`config.mk`:
```
export PLATFORM = sky130hd
export DESIGN_NAME = sensor_reg_sequencer
export DESIGN_NICKNAME = d
export VERILOG_FILES = /design/src/rtl/sensor_reg_sequencer.sv
export SDC_FILE = /design/constraint.sdc
export NUM_CORES = 1
export LEC_CHECK = 0
export CAP_MARGIN = 40
export CORE_MARGIN = 3
export CORE_UTILIZATION = 47
export CTS_BUF_LIST = sky130_fd_sc_hd__clkbuf_16
export CTS_CLUSTER_DIAMETER = 150
export DETAILED_ROUTE_END_ITERATION = 6
export PLACE_DENSITY_LB_ADDON = 0.25
export SLEW_MARGIN = 25
export SYNTH_ARGS = -nofsm -noshare
export SYNTH_HDL_FRONTEND = slang
export SYNTH_SLANG_ARGS = --single-unit
```
`constraint.sdc`:
```
create_clock -name Clk -period 2.8 [get_ports Clk]
set_clock_uncertainty 0.2 [all_clocks]
set_input_delay 0.7 -clock Clk [delete_from_list [all_inputs] [get_ports Clk]]
set_output_delay 0.7 -clock Clk [all_outputs]
set_load 0.01 [all_outputs]
```
`src/rtl/sensor_reg_sequencer.sv`:
```
// sensor_reg_sequencer
// Brings a camera sensor out of power-down and reset, then walks a register
// table held in an external synchronous ROM and drives an i2c_control master.
// Table entries are {op[1:0], addr, data}: WRITE, VERIFY (write then read
// back and compare), DELAY (data = milliseconds) and END.
// NACKed transactions are re-issued up to MAX_RETRY times per entry; a
// failing entry index is reported on err_index.
// The companion i2c master's address-mode input should be tied to
// (ADDR_W == 16).
module sensor_reg_sequencer #(
    parameter int SYS_CLOCK   = 50_000_000,
    parameter int ADDR_W      = 16,
    parameter int DATA_W      = 8,
    parameter int ROM_AW      = 9,
    parameter int MAX_RETRY   = 3,
    parameter int RST_HOLD_MS = 1,
    parameter int CFG_WAIT_MS = 20,
    parameter bit AUTO_START  = 1'b1
) (
    input  logic                       Clk,
    input  logic                       Rst_n,
    input  logic                       start,
    output logic [ROM_AW-1:0]          rom_addr,
    input  logic [2+ADDR_W+DATA_W-1:0] rom_q,
    output logic                       i2c_wr_req,
    output logic                       i2c_rd_req,
    output logic [ADDR_W-1:0]          i2c_addr,
    output logic [DATA_W-1:0]          i2c_wdata,
    input  logic [DATA_W-1:0]          i2c_rdata,
    input  logic                       i2c_done,
    input  logic                       i2c_nack,
    output logic                       camera_pwdn,
    output logic                       camera_rst_n,
    output logic                       busy,
    output logic                       init_done,
    output logic                       init_err,
    output logic [ROM_AW-1:0]          err_index
);

    // Cycles per millisecond tick.
    localparam int TICK    = SYS_CLOCK / 1000;
    localparam int TICK_W  = (TICK > 1) ? $clog2(TICK) : 1;
    // Millisecond counter must hold the largest DELAY operand and the fixed waits.
    localparam int MS_W    = (DATA_W > 16) ? DATA_W : 16;
    localparam int RETRY_W = (MAX_RETRY > 0) ? $clog2(MAX_RETRY + 1) : 1;
    localparam int ROM_W   = 2 + ADDR_W + DATA_W;

    typedef enum logic [3:0] {
        S_IDLE,
        S_PWR,
        S_RST,
        S_CWAIT,
        S_FETCH,
        S_DECODE,
        S_WREQ,
        S_WWAIT,
        S_RREQ,
        S_RWAIT,
        S_DLY,
        S_DONE,
        S_ERR
    } state_e;

    typedef enum logic [1:0] {
        OP_WRITE  = 2'b00,
        OP_VERIFY = 2'b01,
        OP_DELAY  = 2'b10,
        OP_END    = 2'b11
    } op_e;

    state_e               state;
    logic [TICK_W-1:0]    tick_cnt;
    logic [MS_W-1:0]      ms_left;
    logic [RETRY_W-1:0]   retry_cnt;
    logic                 cur_verify;
    logic                 auto_pend;

    // Table entry fields as presented by the ROM during DECODE.
    logic [1:0]           rom_op;
    logic [ADDR_W-1:0]    rom_reg_addr;
    logic [DATA_W-1:0]    rom_reg_data;

    assign rom_op       = rom_q[ROM_W-1 -: 2];
    assign rom_reg_addr = rom_q[DATA_W +: ADDR_W];
    assign rom_reg_data = rom_q[DATA_W-1:0];

    // Millisecond timer: a timed state ends on the last cycle of its last ms.
    // A zero-length RST_HOLD_MS/CFG_WAIT_MS behaves as 1 ms.
    logic tick_end;
    logic ms_expire;

    assign tick_end  = (tick_cnt == TICK_W'(TICK - 1));
    assign ms_expire = tick_end && (ms_left <= MS_W'(1));

    // "Next entry": advance the table index, or finish on the last ROM slot (no wrap).
    logic                 last_entry;
    state_e               adv_state;
    logic [ROM_AW-1:0]    adv_addr;

    assign last_entry = &rom_addr;
    assign adv_state  = last_entry ? S_DONE : S_FETCH;
    assign adv_addr   = last_entry ? rom_addr : rom_addr + 1'b1;

    // Sequencer FSM with registered outputs and the shared ms timer.
    // NOTE: all state here is updated with non-blocking assignments so every
    // branch sees the pre-edge values; later assignments in the same cycle
    // (e.g. a timer reload on state entry) intentionally override the defaults.
    always_ff @(posedge Clk or negedge Rst_n) begin
        if (!Rst_n) begin
            state        <= S_IDLE;
            tick_cnt     <= '0;
            ms_left      <= '0;
            retry_cnt    <= '0;
            cur_verify   <= 1'b0;
            auto_pend    <= AUTO_START;
            rom_addr     <= '0;
            i2c_wr_req   <= 1'b0;
            i2c_rd_req   <= 1'b0;
            i2c_addr     <= '0;
            i2c_wdata    <= '0;
            camera_pwdn  <= 1'b1;
            camera_rst_n <= 1'b0;
            busy         <= 1'b0;
            init_done    <= 1'b0;
            init_err     <= 1'b0;
            err_index    <= '0;
        end else begin
            i2c_wr_req <= 1'b0;
            i2c_rd_req <= 1'b0;
            auto_pend  <= 1'b0;

            if (tick_end) begin
                tick_cnt <= '0;
                ms_left  <= ms_left - 1'b1;
            end else begin
                tick_cnt <= tick_cnt + 1'b1;
            end

            case (state)
                S_IDLE: begin
                    if (start || auto_pend) begin
                        init_done    <= 1'b0;
                        init_err     <= 1'b0;
                        err_index    <= '0;
                        camera_pwdn  <= 1'b1;
                        camera_rst_n <= 1'b0;
                        rom_addr     <= '0;
                        busy         <= 1'b1;
                        tick_cnt     <= '0;
                        ms_left      <= MS_W'(1);
                        state        <= S_PWR;
                    end
                end

                S_PWR: begin
                    camera_pwdn <= 1'b0;
                    if (ms_expire) begin
                        tick_cnt <= '0;
                        ms_left  <= MS_W'(RST_HOLD_MS);
                        state    <= S_RST;
                    end
                end

                S_RST: begin
                    if (ms_expire) begin
                        camera_rst_n <= 1'b1;
                        tick_cnt     <= '0;
                        ms_left      <= MS_W'(CFG_WAIT_MS);
                        state        <= S_CWAIT;
                    end
                end

                S_CWAIT: begin
                    if (ms_expire) begin
                        state <= S_FETCH;
                    end
                end

                S_FETCH: begin
                    retry_cnt <= '0;
                    state     <= S_DECODE;
                end

                S_DECODE: begin
                    i2c_addr   <= rom_reg_addr;
                    i2c_wdata  <= rom_reg_data;
                    cur_verify <= (op_e'(rom_op) == OP_VERIFY);
                    case (op_e'(rom_op))
                        OP_WRITE, OP_VERIFY: begin
                            i2c_wr_req <= 1'b1;
                            state      <= S_WREQ;
                        end
                        OP_DELAY: begin
                            if (rom_reg_data == '0) begin
                                rom_addr <= adv_addr;
                                state    <= adv_state;
                            end else begin
                                tick_cnt <= '0;
                                ms_left  <= MS_W'(rom_reg_data);
                                state    <= S_DLY;
                            end
                        end
                        default: state <= S_DONE;
                    endcase
                end

                S_WREQ: state <= S_WWAIT;

                S_WWAIT: begin
                    if (i2c_done) begin
                        if (i2c_nack) begin
                            if (retry_cnt == RETRY_W'(MAX_RETRY)) begin
                                state <= S_ERR;
                            end else begin
                                retry_cnt  <= retry_cnt + 1'b1;
                                i2c_wr_req <= 1'b1;
                                state      <= S_WREQ;
                            end
                        end else if (cur_verify) begin
                            i2c_rd_req <= 1'b1;
                            state      <= S_RREQ;
                        end else begin
                            rom_addr <= adv_addr;
                            state    <= adv_state;
                        end
                    end
                end

                S_RREQ: state <= S_RWAIT;

                S_RWAIT: begin
                    if (i2c_done) begin
                        if (i2c_nack) begin
                            if (retry_cnt == RETRY_W'(MAX_RETRY)) begin
                                state <= S_ERR;
                            end else begin
                                retry_cnt  <= retry_cnt + 1'b1;
                                i2c_rd_req <= 1'b1;
                                state      <= S_RREQ;
                            end
                        end else if (i2c_rdata != i2c_wdata) begin
                            state <= S_ERR;
                        end else begin
                            rom_addr <= adv_addr;
                            state    <= adv_state;
                        end
                    end
                end

                S_DLY: begin
                    if (ms_expire) begin
                        rom_addr <= adv_addr;
                        state    <= adv_state;
                    end
                end

                S_DONE: begin
                    init_done <= 1'b1;
                    busy      <= 1'b0;
                    state     <= S_IDLE;
                end

                S_ERR: begin
                    init_err  <= 1'b1;
                    err_index <= rom_addr;
                    busy      <= 1'b0;
                    state     <= S_IDLE;
                end

                default: state <= S_IDLE;
            endcase
        end
    end

endmodule

```
---- Word-level counts from Yosys, hierarchy flattened ----
Index checks and enable logic that the tools add are counted.
cells by class
  add/sub/neg operators ................... 4
  order comparisons ....................... 1
  eq/ne operators ......................... 33
  multiplexer cells ....................... 64
  reduce and logical (&&, ||, !) cells .... 25
operator list
  operator                                                                number
  16-bit 2-to-1 mux                                                       11
  9-bit 2-to-1 mux                                                        11
  16-bit case mux with 4 select lines                                     1
  4-bit 2-to-1 mux                                                        14
  16-bit case mux with 3 select lines                                     1
  9-bit case mux with 5 select lines                                      1
  4-bit case mux with 11 select lines                                     1
  2-bit inequality test, second input constant                            14
  4-bit equality test, second input constant                              5
  9-bit case mux with 2 select lines                                      1
  16-bit by 1-bit adder with 16-bit output, second input constant         1
  16-bit equality test, second input constant                             1
  4-bit by 3-bit equality test with 1-bit output, second input constant   4
  16-bit by 1-bit <= comparator with 1-bit output, second input constant  1
  16-bit by 1-bit subtractor with 16-bit output, second input constant    1
  1-bit case mux with 2 select lines                                      7
  2-bit nonzero test                                                      6
  11-bit AND reduction                                                    1
  1-bit 2-to-1 mux                                                        10
  9-bit by 1-bit adder with 9-bit output, second input constant           1
  9-bit AND reduction                                                     1
  4-bit by 2-bit equality test with 1-bit output, second input constant   2
  8-bit logical NOT                                                       1
  8-bit inequality test                                                   1
  19 further kinds                                                        29
storage, ports and cells
  register bits ........................... 89
  bits of input ports ..................... 39
  output and inout bits ................... 49
  word-level logic and storage cells ...... 144

---- Logic depth before layout (Yosys ltp) ----
Gate-level depths: netlist of run 1.
  depth after elaboration ................. 6
  gate-level depth with buffers ........... 11
  mapped depth without buffers ............ 10

---- Worst setup path before layout of run 1 ----
OpenSTA, ideal clock, no wires.
  path type ............................... reg-to-reg
  from .................................... register ms_left[10]
  to ...................................... register rom_addr[3]
  library setup time ...................... 0.077 ns
  arrival ................................. 2.812 ns
  data required time ...................... 2.523 ns
  path slack .............................. -0.290 ns
  cell stages (with the launch flop) ...... 9
  buffers on the path ..................... 2
  clock period less this slack ............ 3.090 ns
  cells stage by stage .................... dfrtp_1 > or4_4 > or4_4 > or4_4 > buf_6 > and2_4 > buf_6 > or4_1 > a21oi_1
on the way
  cells in the longest elaborated chain, start to end .. 4
RTL lines
  what                                             line  source
  start, declared                                  73    logic [MS_W-1:0] ms_left;
  start signal, assigned                           134   ms_left <= ms_left - 1'b1;
  start signal, assigned                           159   ms_left <= MS_W'(RST_HOLD_MS);
  start signal, assigned                           168   ms_left <= MS_W'(CFG_WAIT_MS);
  16-bit by 1-bit <= comparator with 1-bit output  93    assign ms_expire = tick_end && (ms_left <= MS_W'(1));
  1-bit logical AND                                93
  2-bit inequality test (no line)                  n/a
  11-bit AND reduction (no line)                   n/a
  end signal, assigned                             195   rom_addr <= adv_addr;
  end signal, assigned                             223   rom_addr <= adv_addr;
  end signal, assigned                             244   rom_addr <= adv_addr;
  end, declared                                    23    output logic [ROM_AW-1:0] rom_addr,
Every way passes these cells.
A chain may end at the register's enable or synchronous reset.

---- Worst setup path in the final report of run 1 ----
  from .................................... register ms_left[10]
  to ...................................... register rom_addr[4]
The elaborated chain is that of the path after synthesis.

==> out/qor.csv, run 1 <==
metric;value;unit
Ys Warns;0;
Seq/Total Area, Yosys;47.7;%
flop and latch count out of synthesis;89;
first-pass GRT wire length;21400;µm
placed cell areas;6100;µm²
mapped cell area;4670;µm²
Final Hold Vio Count;0;
clk buf depth;2;
worst-margin pin slew;0.648;ns
CTS root buf;clkbuf_16;
die height;106;µm
Top FF cell, synth;dfrtp_1;
Max Fclk;331;MHz
clk_lat worst skew;0.34;ns
outcome;finished, violations left;
first-pass iteration count of the detailed router;5;
Remaining DRCs;0;
overall power;0.00601;W
routability cong.;0.867;
RSZ-0062 raised after global routing;true;
largest net degree at the start of global routing;38;
crit-path max FO;5;
CTS tree;built;
Synth area leaders;dfrtp_1, nand2_1, xnor2_1;
WS Path Type;reg -> reg;
share of the synthesized area in the top cell type;46.6;%
final wirelength;12600;µm
boundary pin count;88;
CP Launch Type;register;
Worst EP required;2.86;ns
H-tree levels;3;
Via Count;4448;
grt total ovfl;0;
clock sinks;89;
vias in the first global route;4487;
initial antenna violation count;0;
Core Area;9460;µm²
Slew headroom;56.3;%
EDFF count, synth;0;
Final period util;108;%
PwrDens;914;nW/µm²
initial DRC count;267;
final setup fails;23;
failing checks;negative setup slack;
Pins Over Slew Limit;0;
Tot GR Track Use;23.3;%
Antenna Nets Post-Route;0;
Critical Path Sink Type;register;
total CTS buffers;9;
syn nets;574;
die area;11200;µm²
Min-Delay Path Class;in -> async;
Tmin final;3.02;ns
# port buffers;87;
# rows;35;
clock-pin slew on the worst setup and hold paths;0.07;ns
post-synthesis async set-or-reset flop share;100;%
# nets final;719;
Netlist cell types;58;
synthesized area per cell;8.83;µm²
LEAKAGE;2.98;nW
fin worst setup slack;-0.217;ns
area leader, netlist;dfrtp_1;
per-cell routed wire length;15.6;µm
WP data arrival;3.07;ns
max_cap viols;0;
synth-to-layout area growth;40.8;%
Chip Width;106;µm
hpwl dp;8870;µm
Initial Util;49.4;%
layout cell share with drive strength beyond 1;18.0;%
# diodes;0;
via/cell ratio;5.50;
fin util;69.5;%
VDD IR max;0.470;mV
critical register-to-register path startpoint;ms_left[10];
Synth Instances;529;
Finished Cell Area;6580;µm²
Worst setup startpoint;ms_left[10];
[final cells by class]
cell class,count,area (µm²)
sequential,89,2230
tap,129,161
fill,755,2880
clock buffer,9,225
timing repair buffer,157,1420
inverter,11,41.3
clock inverter,7,53.8
multi-input combinational,406,2450
[sequential cells by signal, summed over array words and instances, names as in the netlist]
| register | count |
|---|---|
| i2c_wr_req | 1 |
| rom_addr | 9 |
| err_index | 9 |
| init_err | 1 |
| state | 4 |
| cur_verify | 1 |
| i2c_rd_req | 1 |
| ms_left | 16 |
| camera_rst_n | 1 |
| camera_pwdn | 1 |
| auto_pend | 1 |
| retry_cnt | 2 |
| busy | 1 |
| i2c_wdata | 8 |
| i2c_addr | 16 |
| init_done | 1 |
| tick_cnt | 16 |
[power breakdown]
| group | internal, W | switching [W] |
|---|---|---|
| Sequential | 0.00161 | 0.000296 |
| Clock | 0.000609 | 0.000518 |
| Combinational | 0.00140 | 0.00158 |
[placed cells by master, fill, tap and decap left out, types with 3 or more instances in the layout]
| master | count |
|---|---|
| nand2_1 | 123 |
| dfrtp_1 | 87 |
| clkdlybuf4s50_1 | 86 |
| buf_4 | 67 |
| nor2_1 | 48 |
| xnor2_1 | 23 |
| nand3_1 | 22 |
| o21ai_0 | 22 |
| a21oi_1 | 14 |
| xor2_1 | 14 |
| inv_1 | 11 |
| nand4_1 | 10 |
| nand2b_1 | 9 |
| nor4_1 | 9 |
| clkbuf_16 | 9 |
| and3_1 | 6 |
| ha_1 | 6 |
| o21ai_1 | 5 |
| or4_1 | 5 |
| a211o_1 | 5 |
| or4_4 | 4 |
| nand3b_1 | 4 |
| nor3_1 | 4 |
| nor4b_1 | 3 |
| and2_1 | 3 |
| o211ai_1 | 3 |
| or3_1 | 3 |
| or2_2 | 3 |
| nor2b_1 | 3 |
| mux2_2 | 3 |
| o31ai_2 | 3 |
| a21oi_2 | 3 |
| clkinv_4 | 3 |
| buf_6 | 3 |
[final timing paths]
check	end	slack (ns)	cells past startpoint
setup / recovery	rom_addr[4]	-0.22	6
setup reg to reg	rom_addr[4]	-0.22	6
min in group Clk	camera_pwdn	0.27	2
hold / removal	err_index[1]	0.10	1
hold reg to reg	camera_pwdn	0.27	2
max in group asynchronous	i2c_addr[1]	1.64	2
[worst max-delay path, stage by stage, from the launching register on]
cell     delay (ns)
dfrtp_1        0.38
or4_4          0.54
or4_4          0.44
or4_4          0.54
and2_4         0.18
or4_1          0.50
a21oi_1        0.15
[metal layers]
| metal | up-vias | wire length, µm | part of all wire (%) | track usage (%) |
|---|---|---|---|---|
| met4 | 0 | 178 | 1.4 | 6.29 |
| met1 | 2118 | 5400 | 43 | 30.4 |
| met3 | 19 | 907 | 7.2 | 5.76 |
| li1 | 2123 | - | - | - |
| met2 | 188 | 6130 | 49 | 38.8 |
| met5 | - | 0 | 0 | 0 |
[cells by family after synthesis]
group / Yosys count / share of synthesized area (%)
buffers and inverters: 35 / 3.13
AND/OR/NAND/NOR: 275 / 28.5
other: 1 / 0.0803
XOR/XNOR: 37 / 6.94
multiplexers: 5 / 1.18
adder cells (fa/ha/maj): 6 / 1.61
AO/OA/AOI/OAI: 81 / 10.8
flip-flops: 89 / 47.7
[Yosys cell counts (4+ instances only)]
cell type    n
nand3_1     23
and3_1       6
nor3_1       4
nand2b_1     9
clkbuf_1    22
nand4_1     10
xor2_1      14
nor2_1      49
o31ai_1      5
dfrtp_1     87
inv_1       11
a211o_1      5
nand2_1    123
or4_1        6
mux2_2       4
o21ai_0     27
ha_1         6
a21oi_1     19
xnor2_1     23
nor4_1      12
nand3b_1     4
[through the flow]
stage	TNS (ns)	cells	hold WS, ns	setup WS, ns
2_1_floorplan	-1.76	529	0.204	-0.272
3_3_place_gp	-3.83	786	0.255	-0.471
3_5_place_dp	-4.85	786	0.257	-0.471
4_1_cts	-1.25	807	0.123	-0.175
5_1_grt	-3.80	808	0.129	-0.293
6_report	-1.81	808	0.103	-0.217
[what timing repair did]
item,in CTS,in global routing
pin swaps,4,2
resized for setup,12,20
hold buffers,0,0
setup endpoints to repair,29,29
gates cloned,2,0
buffers inserted,3,1
Power figures use the tool's default switching activity.
==> run 2, diff against run 1 <==
CORE_UTILIZATION = 49   (was 47)
CTS_BUF_LIST = sky130_fd_sc_hd__clkbuf_2 sky130_fd_sc_hd__clkbuf_4 sky130_fd_sc_hd__clkbuf_8   (was sky130_fd_sc_hd__clkbuf_16)
clock period = 3.05 ns   (was 2.8 ns; I/O delays follow)
==> out/qor.csv, run 2 (same netlist as run 1, synthesis figures left out) <==
metric;value;unit
VDD IR max;0.405;mV
crit path max-delay cell type;or4_4;
Most common cell on crit path;or4_4;
PwrDens;808;nW/µm²
RSZ-0062 raised after global routing;true;
largest net degree at the start of global routing;52;
Tmin final;3.06;ns
boundary pin count;88;
Pins Over Slew Limit;0;
CTS tree;built;
Critical Path Sink Type;register;
WS Path Type;reg -> reg;
clock sinks;89;
crit-path max cell delay;0.57;ns
Min-Delay Path Class;in -> async;
synth-to-layout area growth;34.0;%
hpwl dp;8550;µm
final wirelength;12100;µm
# nets final;702;
per-cell routed wire length;15.2;µm
Reg2Reg Setup Slack;-0.01;ns
LEAKAGE;2.85;nW
Buffers & Inverters on Critical Path;0;
max_cap viols;0;
Initial Util;50.6;%
Tot GR Track Use;22.6;%
# rows;35;
WP data arrival;3.15;ns
# diodes;0;
Final Hold Vio Count;0;
clk_lat worst skew;0.36;ns
fin worst setup slack;-0.0139;ns
biggest regs;i2c_addr x16, ms_left x16, tick_cnt x16;
Sum Neg Setup Slack;-0.0269;ns
Slew headroom;48.8;%
H-tree levels;3;
clock-pin slew on the worst setup and hold paths;0.10;ns
Chip Width;104;µm
first-pass iteration count of the detailed router;5;
crit-path max FO;7;
worst-margin pin slew;0.760;ns
Max Fclk;326;MHz
Core Area;9240;µm²
Worst EP required;3.13;ns
outcome;finished, violations left;
Worst Reg-to-Reg Cells;6;
fin util;67.7;%
initial antenna violation count;0;
initial DRC count;340;
placed instance count;767;
CTS root buf;clkbuf_8;
Antenna Nets Post-Route;0;
die area;10700;µm²
most common cell after layout, fill and taps aside;nand2_1;
Final period util;100;%
vias in the first global route;4365;
Remaining DRCs;0;
final setup fails;2;
CP Launch Type;register;
CP cell instances;or4_4 -> or4_4 -> or4_4 -> and2_4 -> or4_4 -> a21oi_2;
final cell count without fillers;791;
first-pass GRT wire length;20200;µm
reg-to-reg endpoint;rom_addr[3];
crit-path leading delay family;simple AND/OR/NAND/NOR gates;
total CTS buffers;9;
# port buffers;87;
critical register-to-register path startpoint;ms_left[10];
most frequent cells in the layout;nand2_1, dfrtp_1, clkdlybuf4s50_1;
die height;104;µm
Via Count;4365;
layout cell share with drive strength beyond 1;14.8;%
clk buf depth;2;
post-cts hold buffer count;0;
failing checks;negative setup slack;
routability cong.;0.888;
grt total ovfl;0;
via/cell ratio;5.52;
run 2: routing by layer:
| layer | GRT usage, % | part of all wire [%] |
|---|---|---|
| met2 | 37.9 | 48 |
| met4 | 8.17 | 1.5 |
| met5 | 0 | 0 |
| met1 | 28.6 | 44 |
| met3 | 5.42 | 6.8 |
run 2: power breakdown:
part,leakage (nW),switching [W],internal [W]
clock network,0.110,0.000429,0.000430
registers,1.18,0.000301,0.00148
logic,1.56,0.00128,0.00115
total,2.85,0.00201,0.00305
run 2: area by class of cell:
class | instances | area (µm²)
Clock inverter | 5 | 61.3
Sequential cell | 89 | 2230
Clock buffer | 11 | 151
Fill cell | 750 | 2980
Timing Repair Buffer | 140 | 1270
Inverter | 11 | 41.3
Multi-Input combinational cell | 406 | 2350
Tap cell | 129 | 161
run 2: through the flow:
stage | setup slack (ns) | total power (W) | instance area [µm²] | hold WS (ns)
floorplan | -0.0225 | 0.00312 | 4670 | 0.254
global placement | -0.297 | 0.00406 | 5940 | 0.252
detailed placement | -0.373 | 0.00413 | 5940 | 0.257
CTS | 0.00238 | 0.00502 | 6180 | 0.252
global route | -0.0496 | 0.00546 | 6260 | 0.271
finish | -0.0139 | 0.00506 | 6260 | 0.223
run 2: worst max path at each step:
stage | to | slack (ns) | cells past startpoint | from
after floorplan | rom_addr[3] | -0.02 | 8 | ms_left[10]
after global placement | rom_addr[4] | -0.30 | 8 | rom_q[4]
after detailed placement | rom_addr[6] | -0.37 | 9 | rom_q[4]
after CTS | rom_addr[4] | 0.002 | 8 | ms_left[0]
after global routing | rom_addr[3] | -0.05 | 6 | ms_left[10]
final | rom_addr[3] | -0.01 | 6 | ms_left[10]
run 2: timing repair:
action | CTS | global route
setup endpoints to repair | 3 | 12
resized for setup | 0 | 12
pin swaps | 0 | 1
cloned | 0 | 1
buffers inserted | 4 | 3
